==> config.mk <==
export PLATFORM = sky130hd
export DESIGN_NAME = bus_compare_ctrl
export DESIGN_NICKNAME = d
export VERILOG_FILES = /design/src/rtl/bus_compare_ctrl.sv
export SDC_FILE = /design/constraint.sdc
export NUM_CORES = 1
export LEC_CHECK = 0
export BUFFER_PORTS_ARGS = -buffer_cell sky130_fd_sc_hd__buf_2
export CAP_MARGIN = 40
export CORE_UTILIZATION = 45
export DETAILED_ROUTE_END_ITERATION = 12
export PLACE_DENSITY_LB_ADDON = 0.25
export SKIP_LAST_GASP = 1
export SLEW_MARGIN = 20
export SYNTH_ARGS = -nofsm -noshare
export SYNTH_HDL_FRONTEND = slang
export SYNTH_SLANG_ARGS = --single-unit
==> constraint.sdc <==
create_clock -name clk -period 12.4 [get_ports clk]
set_clock_uncertainty 0.05 [all_clocks]
set_input_delay 1.24 -clock clk [delete_from_list [all_inputs] [get_ports clk]]
set_output_delay 1.24 -clock clk [all_outputs]
set_load 0.05 [all_outputs]
==> src/rtl/bus_compare_ctrl.sv <==
// bus_compare_ctrl
//   Sequencing controller for the dual-channel bus comparator. Words from the
//   redundant channels A and B are buffered in one small FIFO per channel and
//   paired in arrival order. Each pair is compared and the result reported.
//   Channel skew (one side waiting too long) and repeated disagreement
//   (consecutive mismatches) latch a fault. The fault blocks all traffic until
//   clr is pulsed.
//
// Handshake: a word is transferred on a rising edge where valid and ready are
//   both high. ready depends only on registered state and rst, never on
//   valid. Data and valid are ignored while ready is low.
//
// Ports
//   clk                       rising-edge clock
//   rst                       asynchronous reset, active low
//   a_valid/a_data/a_ready    channel A word input
//   b_valid/b_data/b_ready    channel B word input
//   clr                       single-cycle clear of counters and fault
//   cmp_valid                 one-cycle pulse, one pair compared
//   cmp_match                 last compared pair was equal
//   cmp_data                  channel A word of the last compared pair
//   miss_cnt                  total mismatch count, saturating at 255
//   fault                     latched fault
//   fault_code                00 none, 01 mismatch limit, 10 skew timeout
module bus_compare_ctrl #(
  parameter int DW       = 16,
  parameter int DEPTH    = 4,
  parameter int TIMEOUT  = 255,
  parameter int MAX_MISS = 3
) (
  input  logic          clk,
  input  logic          rst,
  input  logic          a_valid,
  input  logic [DW-1:0] a_data,
  output logic          a_ready,
  input  logic          b_valid,
  input  logic [DW-1:0] b_data,
  output logic          b_ready,
  input  logic          clr,
  output logic          cmp_valid,
  output logic          cmp_match,
  output logic [DW-1:0] cmp_data,
  output logic [7:0]    miss_cnt,
  output logic          fault,
  output logic [1:0]    fault_code
);

  localparam int          AW         = $clog2(DEPTH);
  localparam logic [15:0] TIMEOUT_M1 = 16'(TIMEOUT - 1);
  localparam logic [7:0]  MISS_M1    = 8'(MAX_MISS - 1);
  localparam logic [AW:0] FULL_CNT   = (AW+1)'(DEPTH);

  typedef enum logic [1:0] {S_IDLE, S_WAIT, S_CMP, S_FAULT} state_t;

  // state_q is the single place the controller state lives.
  state_t state_q, state_d;

  logic [DW-1:0] a_mem [DEPTH];
  logic [DW-1:0] b_mem [DEPTH];
  logic [AW-1:0] a_wp_q, a_rp_q, b_wp_q, b_rp_q;
  logic [AW:0]   a_cnt_q, b_cnt_q, a_cnt_nx, b_cnt_nx;
  logic          a_ne, b_ne, a_push, b_push, pop, flush, same, limit_hit;
  logic [15:0]   timer_q, timer_d;
  logic [7:0]    consec_q, miss_q;
  logic [1:0]    code_q, code_d;
  logic          cmp_valid_q, cmp_match_q;
  logic [DW-1:0] cmp_data_q;

  assign a_ne    = (a_cnt_q != '0);
  assign b_ne    = (b_cnt_q != '0);
  // Gating with rst keeps both channels stalled for the whole reset window.
  assign a_ready = rst && (a_cnt_q != FULL_CNT) && (state_q != S_FAULT);
  assign b_ready = rst && (b_cnt_q != FULL_CNT) && (state_q != S_FAULT);
  assign a_push  = a_valid && a_ready;
  assign b_push  = b_valid && b_ready;
  assign pop     = (state_q == S_CMP) && a_ne && b_ne;
  assign flush   = (state_q == S_FAULT) && clr;

  assign a_cnt_nx = a_cnt_q + {{AW{1'b0}}, a_push} - {{AW{1'b0}}, pop};
  assign b_cnt_nx = b_cnt_q + {{AW{1'b0}}, b_push} - {{AW{1'b0}}, pop};

  assign same = (a_mem[a_rp_q] == b_mem[b_rp_q]);
  // Uses the pre-clear streak, so a clr arriving with the limiting mismatch
  // still lets the fault through.
  assign limit_hit = pop && !same && (consec_q >= MISS_M1);

  always_comb begin
    state_d = state_q;
    timer_d = timer_q;
    code_d  = code_q;
    case (state_q)
      S_IDLE: begin
        if (a_ne && b_ne) begin
          state_d = S_CMP;
        end else if (a_ne || b_ne) begin
          state_d = S_WAIT;
          timer_d = '0;
        end
      end
      S_WAIT: begin
        if (a_ne && b_ne) begin
          state_d = S_CMP;
        end else if (!a_ne && !b_ne) begin
          state_d = S_IDLE;
        end else if (timer_q >= TIMEOUT_M1) begin
          // TIMEOUT full cycles spent here with one side empty.
          state_d = S_FAULT;
          code_d  = 2'b10;
        end else begin
          timer_d = timer_q + 16'd1;
        end
      end
      S_CMP: begin
        // Decide on post-pop occupancy so a steady stream stays here.
        if (limit_hit) begin
          state_d = S_FAULT;
          code_d  = 2'b01;
        end else if ((a_cnt_nx != '0) && (b_cnt_nx != '0)) begin
          state_d = S_CMP;
        end else if ((a_cnt_nx != '0) || (b_cnt_nx != '0)) begin
          state_d = S_WAIT;
          timer_d = '0;
        end else begin
          state_d = S_IDLE;
        end
      end
      S_FAULT: begin
        if (clr) begin
          state_d = S_IDLE;
          timer_d = '0;
          code_d  = 2'b00;
        end
      end
      default: state_d = S_IDLE;
    endcase
  end

  always_ff @(posedge clk or negedge rst) begin
    if (!rst) begin
      state_q <= S_IDLE;
      timer_q <= '0;
      code_q  <= 2'b00;
    end else begin
      state_q <= state_d;
      timer_q <= timer_d;
      code_q  <= code_d;
    end
  end

  // Storage has no reset; occupancy and pointers define what is valid.
  always_ff @(posedge clk) begin
    if (a_push) a_mem[a_wp_q] <= a_data;
    if (b_push) b_mem[b_wp_q] <= b_data;
  end

  always_ff @(posedge clk or negedge rst) begin
    if (!rst) begin
      a_wp_q  <= '0;
      a_rp_q  <= '0;
      a_cnt_q <= '0;
      b_wp_q  <= '0;
      b_rp_q  <= '0;
      b_cnt_q <= '0;
    end else if (flush) begin
      a_wp_q  <= '0;
      a_rp_q  <= '0;
      a_cnt_q <= '0;
      b_wp_q  <= '0;
      b_rp_q  <= '0;
      b_cnt_q <= '0;
    end else begin
      if (a_push) a_wp_q <= a_wp_q + AW'(1);
      if (b_push) b_wp_q <= b_wp_q + AW'(1);
      if (pop) begin
        a_rp_q <= a_rp_q + AW'(1);
        b_rp_q <= b_rp_q + AW'(1);
      end
      a_cnt_q <= a_cnt_nx;
      b_cnt_q <= b_cnt_nx;
    end
  end

  // clr has priority over a same-cycle compare for both counters.
  always_ff @(posedge clk or negedge rst) begin
    if (!rst) begin
      consec_q <= '0;
      miss_q   <= '0;
    end else if (clr) begin
      consec_q <= '0;
      miss_q   <= '0;
    end else if (pop) begin
      if (same) begin
        consec_q <= '0;
      end else begin
        consec_q <= consec_q + 8'd1;
        if (miss_q != 8'hFF) miss_q <= miss_q + 8'd1;
      end
    end
  end

  always_ff @(posedge clk or negedge rst) begin
    if (!rst) begin
      cmp_valid_q <= 1'b0;
      cmp_match_q <= 1'b0;
      cmp_data_q  <= '0;
    end else begin
      cmp_valid_q <= pop;
      if (pop) begin
        cmp_match_q <= same;
        cmp_data_q  <= a_mem[a_rp_q];
      end
    end
  end

  assign cmp_valid  = cmp_valid_q;
  assign cmp_match  = cmp_match_q;
  assign cmp_data   = cmp_data_q;
  assign miss_cnt   = miss_q;
  assign fault      = (state_q == S_FAULT);
  assign fault_code = code_q;

endmodule

==> out/metrics.csv, run 1 <==
stage,metric,value,unit
timing,finalCritPeriodShare,0.434,
synth,netlist_instances,569,
finish,layout-drive-gt1-share,0.221,
global_route,antenna_found_initial,0,
critical_path,cp.required,12.66,ns
clocking,h-tree-depth,4,
synth,synth_nets,629,
floorplan,die_area,19600,µm²
routing,highest_layer,met4,
routing,drt-initial-drc-count,280,
clocking,post-cts-setup-buffers,0,
clocking,clock_sinks,196,
min_path,whs_path_depth,2,
clocking,clk_pin_slew,0.08,ns
synth,ys_seq_area_frac,0.648,
finish,finalNetCount,711,
finish,fillers,1537,
synth,ys_seq_elements,196,
floorplan,core,18600,µm²
finish,area_growth_syn_to_layout,15.1,%
timing,layout_min_cycle_time,5.38,ns
routing,route.met3.wl,694,µm
global_route,overflow,0,
floorplan,die_w,140,µm
clocking,tritoncts,built,
floorplan,initial_core_util,0.459,
synth,synth.distinct_cells,60,
finish,num_antenna_cells,0,
floorplan,io_pins,68,
timing,finalHoldViolCount,0,
global_route,grt_pass1_vias,4826,
timing,setup_violations,0,
clocking,clkLatencyLatePin,0.44,ns
routing,antenna_left,0,
critical_path,crit_path_end_kind,flop,
synth,syn_avg_cell_area,15.0,µm²
synth,synth_top_area_share,0.449,
timing,grt_setup_unrepaired,false,
placed_design,gp_congestion,0.753,
global_route,grt_max_degree,52,
routing,wl,16400,µm
flow_run,maxCapViolCount,0,
critical_path,cp.arrival,5.65,ns
global_route,grt_first_pass_wirelength,26200,µm
floorplan,die_y,140,µm
critical_path,ff2ff_path_depth,17,
floorplan,std_cell_rows,50,
status,outcome,"complete, but fails checks",
placed_design,io_buffers,67,
synth,synth_ff_type,edfxtp_1,
finish,final_cell_mix,"edfxtp_1, nand2_1, dfrtp_1, buf_2, inv_1",
critical_path,reg2reg_slack,7.27,ns
finish,layout_commonest_cell,edfxtp_1,
timing,finalSetupTns,0,ns
power_and_ir_drop,ir_drop,0.000128,V
critical_path,path_class,input pin to flop,
routing,wire_per_inst,18.2,µm
synth,netlist_area,8560,µm²
finish,final_area,9850,µm²
synth,synth_edf_count,128,
routing,routed-via-count,4780,
power_and_ir_drop,powerDensity,228,nW/µm²
synth,yosysWarnings,0,
power_and_ir_drop,cellLeakagePower,3.97,nW
clocking,cts.path.max_buffers,2,
clocking,cts_buffers,17,
critical_path,crit_path_start_kind,input pin,
placed_design,dpl_cell_area,9210,µm²
synth,async_reset_ff_frac,0.347,
routing,wl_met1,7130,µm
timing,slew_headroom,0.460,
timing,worst_slew_pin_slew,0.809,ns
timing,drv_slew,0,
routing,vias_per_cell,5.32,
routing,drt_pass1_iterations,8,
synth,synth_top_area_cell,edfxtp_1,
critical_path,crit_fanout,51,
min_path,hold_class,flop to flop,
routing,drc,1,
timing,fmax,186,MHz
clocking,cts_resized,0,
routing,detailroute.wirelength.met2,8360,µm
clocking,root_buffer,clkbuf_16,
clocking,hold_buffers,0,
synth,synthTopCellsByArea,"edfxtp_1, dfrtp_1, mux4_1, nand2_1, mux4_2",
global_route,grt_usage,0.180,
status,violations,design-rule violations,
placed_design,hpwl,11600,µm
power by group:
part	internal, mW	total, mW	switching, mW
clock	0.293	0.565	0.272
sequential	0.799	0.896	0.0967
combinational	0.313	0.781	0.468
total	1.41	2.24	0.837
synthesized netlist by cell type, drive strengths merged (3+ instances only):
library cell  number
nor2              25
nand2b             5
o21ai              5
clkbuf            11
a31oi              3
nor4               6
o31ai              8
or3                5
buf               10
mux4              32
nand3             12
a21oi             14
xnor2             24
and2              10
nor3               3
nor2b              8
edfxtp           128
xor2               5
nand2             77
nand4              8
a21o              10
or4                4
inv               26
dfrtp             68
and3              13
o211ai             3
nand3b             3
ha                21
cells by family after synthesis:
kind of cell / synth area share
adders and majority gates: 0.0354
AOI/OAI and AO/OA: 0.0494
DFF: 0.648
muxes: 0.0972
and+or+nand+nor: 0.106
xor gates and xnor gates: 0.0297
buffers and inverters: 0.0339
state kept, by name (all words and copies together), names as in the netlist, 3 cells and up:
| signal | cells |
|---|---|
| consec_q | 8 |
| a_mem | 64 |
| timer_q | 16 |
| b_cnt_q | 3 |
| a_cnt_q | 3 |
| cmp_data | 16 |
| miss_cnt | 8 |
| b_mem | 64 |
final cells by class:
type,instances,area [µm²],share of cell area
sequential,196,5550,0.563
timing repair buffer,84,552,0.0560
inverter,27,101,0.0103
clock buffer,17,425,0.0432
multi-input combinational,325,2730,0.277
clock inverter,15,205,0.0208
tap,234,293,0.0297
through the flow:
stage | power (mW) | hold slack (ns) | utilization | instances | setup WS (ns)
finish | 2.24 | 0.441 | 0.528 | 898 | 7.02
global route | 2.37 | 0.464 | 0.528 | 898 | 6.57
CTS | 2.27 | 0.446 | 0.528 | 897 | 6.94
detailed placement | 1.70 | 0.427 | 0.494 | 865 | 6.49
global placement | 1.65 | 0.419 | 0.485 | 854 | 6.53
floorplan | 1.51 | 0.404 | - | 569 | 7.09
worst paths after layout:
check,startpoint,endpoint
min in group asynchronous,rst,consec_q[6]
setup reg to reg,b_cnt_q[2],timer_q[1]
setup / recovery,rst,timer_q[1]
hold / removal,cmp_match,cmp_match
max in group asynchronous,rst,a_cnt_q[2]
hold reg to reg,cmp_match,cmp_match
critical path: stages:
cell     delay, ns
buf_2         0.08
buf_4         0.28
buf_16        0.29
nand2_1       0.13
a21oi_1       0.30
and2_1        0.25
inv_1         0.07
ha_1          0.27
inv_1         0.04
ha_1          0.19
fa_1          0.39
xnor2_1       0.14
or3_1         0.33
ha_1          0.21
nor3_1        0.16
a21oi_1       0.06
o21ai_0       0.48
o21ai_2       0.32
mux2_1        0.38
layer usage:
layer  up-vias  global-route usage
met1      2384               0.233
met5         -                   0
met4         0              0.0590
met3        12              0.0361
li1       2284                   -
met2       100               0.304
Power figures use the tool's default switching activity.
==> run 2: changes to the inputs <==
- clock period: 12.4 -> 4.6 ns (I/O delays scaled with it)
==> run 2 against run 1 <==
Compared with the run above:
- clock power rose to 2.6 times the previous value
- via count rose by 2.1%
- the flow now finishes without violations
- sequential power rose to 2.7 times the previous value
- sequential cell count did not move
- first-iteration DRC count fell by 31%
- critical endpoint unchanged
- critical path depth fell by 1
- critical path type is now flop to flop
- count of clock-buffer cells in the layout rose by 2
==> out/metrics.csv, run 2 (synthesized netlist as in run 1, its figures left out) <==
stage,metric,value,unit,change
finish,finalNetCount,715,,+0.56%
critical_path,ff2ff_path_depth,18,,+1
routing,routed-via-count,4882,,+2.1%
critical_path,timing.rr.end,timer_q[1],,
timing,slew_headroom,0.491,,+0.0307
floorplan,initial_core_util,0.459,,unchanged
floorplan,die_area,19600,µm²,unchanged
finish,layout-drive-gt1-share,0.226,,+0.00466
flow_run,maxCapViolCount,0,,unchanged
timing,worst_slew_pin_slew,0.763,ns,-0.0461 ns
global_route,grt_first_pass_wirelength,27200,µm,+3.9%
clocking,cts.path.max_buffers,2,,unchanged
global_route,antenna_found_initial,0,,unchanged
timing,drv_slew,0,,unchanged
finish,area_growth_syn_to_layout,14.9,%,
critical_path,crit_fanout,15,,-71%
routing,drt-initial-drc-count,193,,-31%
placed_design,gp_congestion,0.841,,+12%
timing,finalSetupTns,0,ns,unchanged
timing,layout_min_cycle_time,4.13,ns,
clocking,root_buffer,clkbuf_16,,
min_path,hold_class,input pin to async pin,,
placed_design,io_buffers,67,,unchanged
floorplan,die_y,140,µm,unchanged
routing,route.met3.wl,539,µm,-22%
critical_path,cp.arrival,4.40,ns,-1.25 ns
placed_design,post-place-ws,0.464,ns,-6.02 ns
routing,drc,0,,-1
clocking,clkLatencyLatePin,0.43,ns,about the same
clocking,h-tree-depth,4,,unchanged
floorplan,std_cell_rows,50,,unchanged
routing,wire_per_inst,18.1,µm,-1.0%
clocking,clk_pin_slew,0.07,ns,about the same
global_route,grt_pass1_vias,5061,,+4.9%
placed_design,hpwl,11400,µm,-1.5%
finish,num_antenna_cells,0,,unchanged
power_and_ir_drop,finalPower,6.01,mW,+170%
global_route,grt_usage,0.185,,+0.00517
global_route,grt_max_degree,39,,-25%
critical_path,path_class,flop to flop,,
finish,layout_commonest_cell,edfxtp_1,,
routing,detailroute.wirelength.met2,8350,µm,about the same
clocking,hold_buffers,0,,unchanged
routing,drt_pass1_iterations,4,,-4
power_and_ir_drop,powerDensity,611,nW/µm²,+170%
timing,fin_ws,0.466,ns,-6.55 ns
critical_path,reg2reg_slack,0.47,ns,-6.80 ns
clocking,post-cts-setup-buffers,0,,unchanged
floorplan,core,18600,µm²,unchanged
critical_path,crit_path_start_kind,flop,,
power_and_ir_drop,cellLeakagePower,3.97,nW,about the same
status,outcome,finished clean,,
timing,finalHoldViolCount,0,,unchanged
clocking,tritoncts,built,,
floorplan,die_w,140,µm,unchanged
critical_path,cp.required,4.86,ns,-7.80 ns
finish,final_core_util,0.527,,-0.000939
critical_path,crit_path_end_kind,flop,,
finish,final_cell_mix,"edfxtp_1, nand2_1, dfrtp_1, buf_2, inv_1",,
global_route,overflow,0,,unchanged
routing,wl_met1,7200,µm,+1.0%
timing,fmax,242,MHz,
routing,vias_per_cell,5.41,,+1.7%
power_and_ir_drop,ir_drop,0.000391,V,+200%
routing,wl,16300,µm,-0.57%
routing,highest_layer,met4,,
routing,antenna_left,0,,unchanged
critical_path,r2r-start,state_q[1],,
clocking,clock_sinks,196,,unchanged
clocking,cts_resized,0,,unchanged
timing,grt_setup_unrepaired,false,,
floorplan,io_pins,68,,unchanged
finish,top_regs,"a_mem (64), b_mem (64)",,
clocking,cts_buffers,17,,unchanged
timing,setup_violations,0,,unchanged
timing,finalCritPeriodShare,0.899,,
[run 2: cell count changes in the layout (fill, tap and decap cells not counted), moves of 3 or more]
cell      delta
buf_4        +4
clkinv_4     +3
buf_8        +4
clkinv_8     -3
buf_6        -4
[run 2: final cells by class]
class	instances	area [µm²]
Fill cell	1540	8810
Clock inverter	13	138
Inverter	27	101
Sequential cell	196	5550
Clock buffer	19	454
Timing Repair Buffer	88	566
Tap cell	234	293
Multi-Input combinational cell	325	2740
[run 2: worst max-delay path by stage]
| stage | endpoint | startpoint |
|---|---|---|
| 3_5_place_dp | timer_q[1] | state_q[1] |
| 6_report | timer_q[1] | state_q[1] |
| 5_1_grt | timer_q[1] | state_q[1] |
| 4_1_cts | timer_q[1] | state_q[1] |
| 2_1_floorplan | timer_q[1] | state_q[1] |
| 3_3_place_gp | timer_q[1] | state_q[1] |
[run 2: stage by stage]
stage,hold WS [ns],area [µm²],cells
2_1_floorplan,0.114,8560,569
3_3_place_gp,0.403,9080,858
3_5_place_dp,0.408,9240,870
4_1_cts,0.0392,9830,902
5_1_grt,0.0651,9830,902
6_report,0.0450,9830,902
[run 2: report_power, final]
| group | switching, mW | leakage (nW) | internal [mW] |
|---|---|---|---|
| Combinational | 1.31 | 1.62 | 0.864 |
| Clock | 0.697 | 0.290 | 0.754 |
| Sequential | 0.231 | 2.05 | 2.15 |
| Total | 2.23 | 3.97 | 3.77 |
[run 2: per-layer routing]
layer / up-vias / global-route usage
met5: - / 0
met4: 0 / 0.0665
met3: 13 / 0.0379
met2: 96 / 0.316
met1: 2484 / 0.234
li1: 2289 / -
[run 2: worst max-delay path: stages (launching register included)]
cell,delay [ns]
dfrtp_1,0.49
nand2_1,0.18
nand2_1,0.13
a21oi_2,0.24
and2_1,0.24
inv_1,0.08
ha_1,0.27
inv_1,0.04
ha_1,0.18
fa_1,0.38
xnor2_1,0.15
or3_1,0.34
ha_1,0.21
nor3_1,0.13
a21oi_1,0.05
o21ai_0,0.16
buf_4,0.16
o21ai_2,0.16
mux2_1,0.36
==> run 3: changes to the inputs <==
- PLACE_DENSITY: unset -> 0.77
- PLACE_DENSITY_LB_ADDON: 0.25 -> unset
==> run 3 against run 2 <==
Compared with the run above:
- sequential power about the same
- fmax decreased by 3.3%
- power increased by 0.29%
- sequential cell count unchanged
- first-iteration DRC count increased by 110%
- global-route usage decreased by 0.18 points
- count of clock-buffer cells in the layout decreased by 2
- critical path type is now input pin to flop
- final area about the same
==> out/metrics.csv, run 3 (synthesized netlist as in run 1, its figures left out) <==
stage,metric,value,unit,change
timing,finalHoldViolCount,0,,unchanged
clocking,clk_pin_slew,0.08,ns,about the same
floorplan,die_area,19600,µm²,unchanged
clocking,cts.path.max_buffers,2,,unchanged
finish,finalNetCount,716,,+0.14%
routing,routed-via-count,4923,,+0.84%
floorplan,io_pins,68,,unchanged
critical_path,worst-path-buf-inv,4,,+1
finish,area_growth_syn_to_layout,15.0,%,about the same
global_route,grt_first_pass_wirelength,27000,µm,-0.79%
routing,wire_per_inst,18.9,µm,+4.4%
timing,finalCritPeriodShare,0.930,,+0.0309
routing,drc,0,,unchanged
min_path,min_from,a_data[6],,
routing,antenna_left,0,,unchanged
timing,fin_hold_ws,0.173,ns,+0.128 ns
placed_design,hpwl,11100,µm,-2.3%
critical_path,cpPeakStageDelay,0.52,ns,+0.03 ns
critical_path,cp_cell_sequence,dlygate4sd3_1 -> buf_2 -> nand2_1 -> a21oi_2 -> and2_1 -> inv_1 -> ha_1 -> inv_1 -> ha_1 -> fa_1 -> xnor2_1 -> or3_1 -> ha_1 -> nor3_1 -> a21oi_1 -> o21ai_2 -> o21ai_2 -> mux2_1,,
floorplan,die_y,140,µm,unchanged
finish,fillers,1489,,-3.3%
clocking,clock_sinks,196,,unchanged
critical_path,path_class,input pin to flop,,
finish,fin_cells,904,,+0.22%
placed_design,dpl_cell_area,9090,µm²,-1.7%
global_route,grt_usage,0.183,,-0.00182
clocking,h-tree-depth,4,,unchanged
timing,fin_ws,0.324,ns,-0.142 ns
finish,layout_commonest_cell,edfxtp_1,,
timing,grt_setup_unrepaired,false,,
critical_path,crit_path_start_kind,input pin,,
routing,vias_per_cell,5.45,,+0.62%
power_and_ir_drop,finalPower,6.02,mW,+0.29%
critical_path,path_depth,18,,unchanged
timing,worst_slew_pin_slew,0.725,ns,-0.0381 ns
placed_design,io_buffers,67,,unchanged
floorplan,core,18600,µm²,unchanged
timing,slew_headroom,0.516,,+0.0254
floorplan,die_w,140,µm,unchanged
flow_run,maxCapViolCount,0,,unchanged
status,outcome,finished clean,,
power_and_ir_drop,cellLeakagePower,3.98,nW,+0.30%
finish,final_core_util,0.528,,about the same
routing,wl,17100,µm,+4.7%
power_and_ir_drop,ir_drop,0.000521,V,+33%
global_route,antenna_found_initial,1,,+1
routing,drt_pass1_iterations,5,,+1
placed_design,gp_congestion,0.835,,-0.65%
critical_path,reg2reg_slack,0.32,ns,-0.14 ns
timing,drv_slew,0,,unchanged
critical_path,cp.arrival,4.55,ns,+0.15 ns
critical_path,cpMostUsedCell,ha_1,,
critical_path,crit_family,adder cells,,
timing,setup_violations,0,,unchanged
clocking,clkLatencyLatePin,0.44,ns,about the same
timing,layout_min_cycle_time,4.28,ns,+0.142 ns
global_route,overflow,0,,unchanged
finish,final_cell_mix,"edfxtp_1, nand2_1, dfrtp_1, buf_2, inv_1",,
floorplan,std_cell_rows,50,,unchanged
critical_path,ff2ff_path_depth,17,,-1
critical_path,crit_path_end_kind,flop,,
floorplan,initial_core_util,0.459,,unchanged
clocking,cts_buffers,17,,unchanged
finish,layout-drive-gt1-share,0.227,,+0.00116
routing,drt-initial-drc-count,400,,+110%
power_and_ir_drop,powerDensity,612,nW/µm²,+0.25%
clocking,post-cts-setup-buffers,0,,unchanged
critical_path,slowest_stage,dlygate4sd3_1,,
critical_path,r2r-start,state_q[1],,
clocking,root_buffer,clkbuf_16,,
timing,finalSetupTns,0,ns,unchanged
min_path,whs_path_depth,1,,
placed_design,post-place-ws,0.0479,ns,-0.416 ns
finish,top_regs,"a_mem (64), b_mem (64)",,
timing,fmax,234,MHz,-3.3%
placed_design,dp_cells,859,,-1.3%
global_route,grt_pass1_vias,5050,,-0.22%
clocking,tritoncts,built,,
min_path,holdPathEnd,a_mem[3][6],,
critical_path,cp.required,4.87,ns,about the same
global_route,grt_max_degree,69,,+77%
critical_path,crit_fanout,15,,unchanged
min_path,hold_class,input pin to flop,,
critical_path,timing.rr.end,timer_q[1],,
finish,final_area,9840,µm²,about the same
-- run 3: layout make-up --
cell class / count / area [µm²] / share of cell area
clock inverter: 15 / 138 / 0.0140
antenna: 1 / 2.50 / 0.000254
sequential: 196 / 5550 / 0.564
multi-input combinational: 325 / 2740 / 0.279
timing repair buffer: 89 / 592 / 0.0602
inverter: 27 / 101 / 0.0103
clock buffer: 17 / 425 / 0.0432
tap: 234 / 293 / 0.0298
-- run 3: report_power, final --
group / internal (mW) / switching [mW]
clock network: 0.717 / 0.720
registers: 2.15 / 0.227
logic: 0.865 / 1.34
total: 3.74 / 2.29
-- run 3: per-layer routing --
| metal | part of all wire | GRT usage | vias to the layer above |
|---|---|---|---|
| li1 | - | - | 2293 |
| met1 | 0.41 | 0.230 | 2462 |
| met2 | 0.52 | 0.308 | 152 |
| met3 | 0.062 | 0.0516 | 16 |
| met4 | 0.012 | 0.0573 | 0 |
| met5 | 0 | 0 | - |
-- run 3: how the worst max path moves through the flow --
| stage | from | end | slack, ns |
|---|---|---|---|
| after CTS | state_q[1] | timer_q[1] | 0.01 |
| after floorplan | state_q[1] | timer_q[1] | 0.24 |
| after global placement | state_q[1] | timer_q[1] | 0.40 |
| final | rst | timer_q[1] | 0.32 |
| after detailed placement | state_q[1] | timer_q[1] | 0.05 |
| after global routing | state_q[1] | timer_q[1] | 0.05 |
-- run 3: worst reg2reg max path: stages, from the launching register on --
cell	delay (ns)
dfrtp_1	0.49
nand2_1	0.15
nand2_1	0.13
a21oi_2	0.27
and2_1	0.27
inv_1	0.09
ha_1	0.28
inv_1	0.04
ha_1	0.19
fa_1	0.40
xnor2_1	0.16
or3_1	0.36
ha_1	0.23
nor3_1	0.13
a21oi_1	0.07
o21ai_2	0.24
o21ai_2	0.24
mux2_1	0.37
-- run 3: what timing repair did --
item	CTS	global route
setup endpoints to repair	0	15
resized for setup	0	2
endpoints found under the hold margin	0	14
hold buffers	0	1
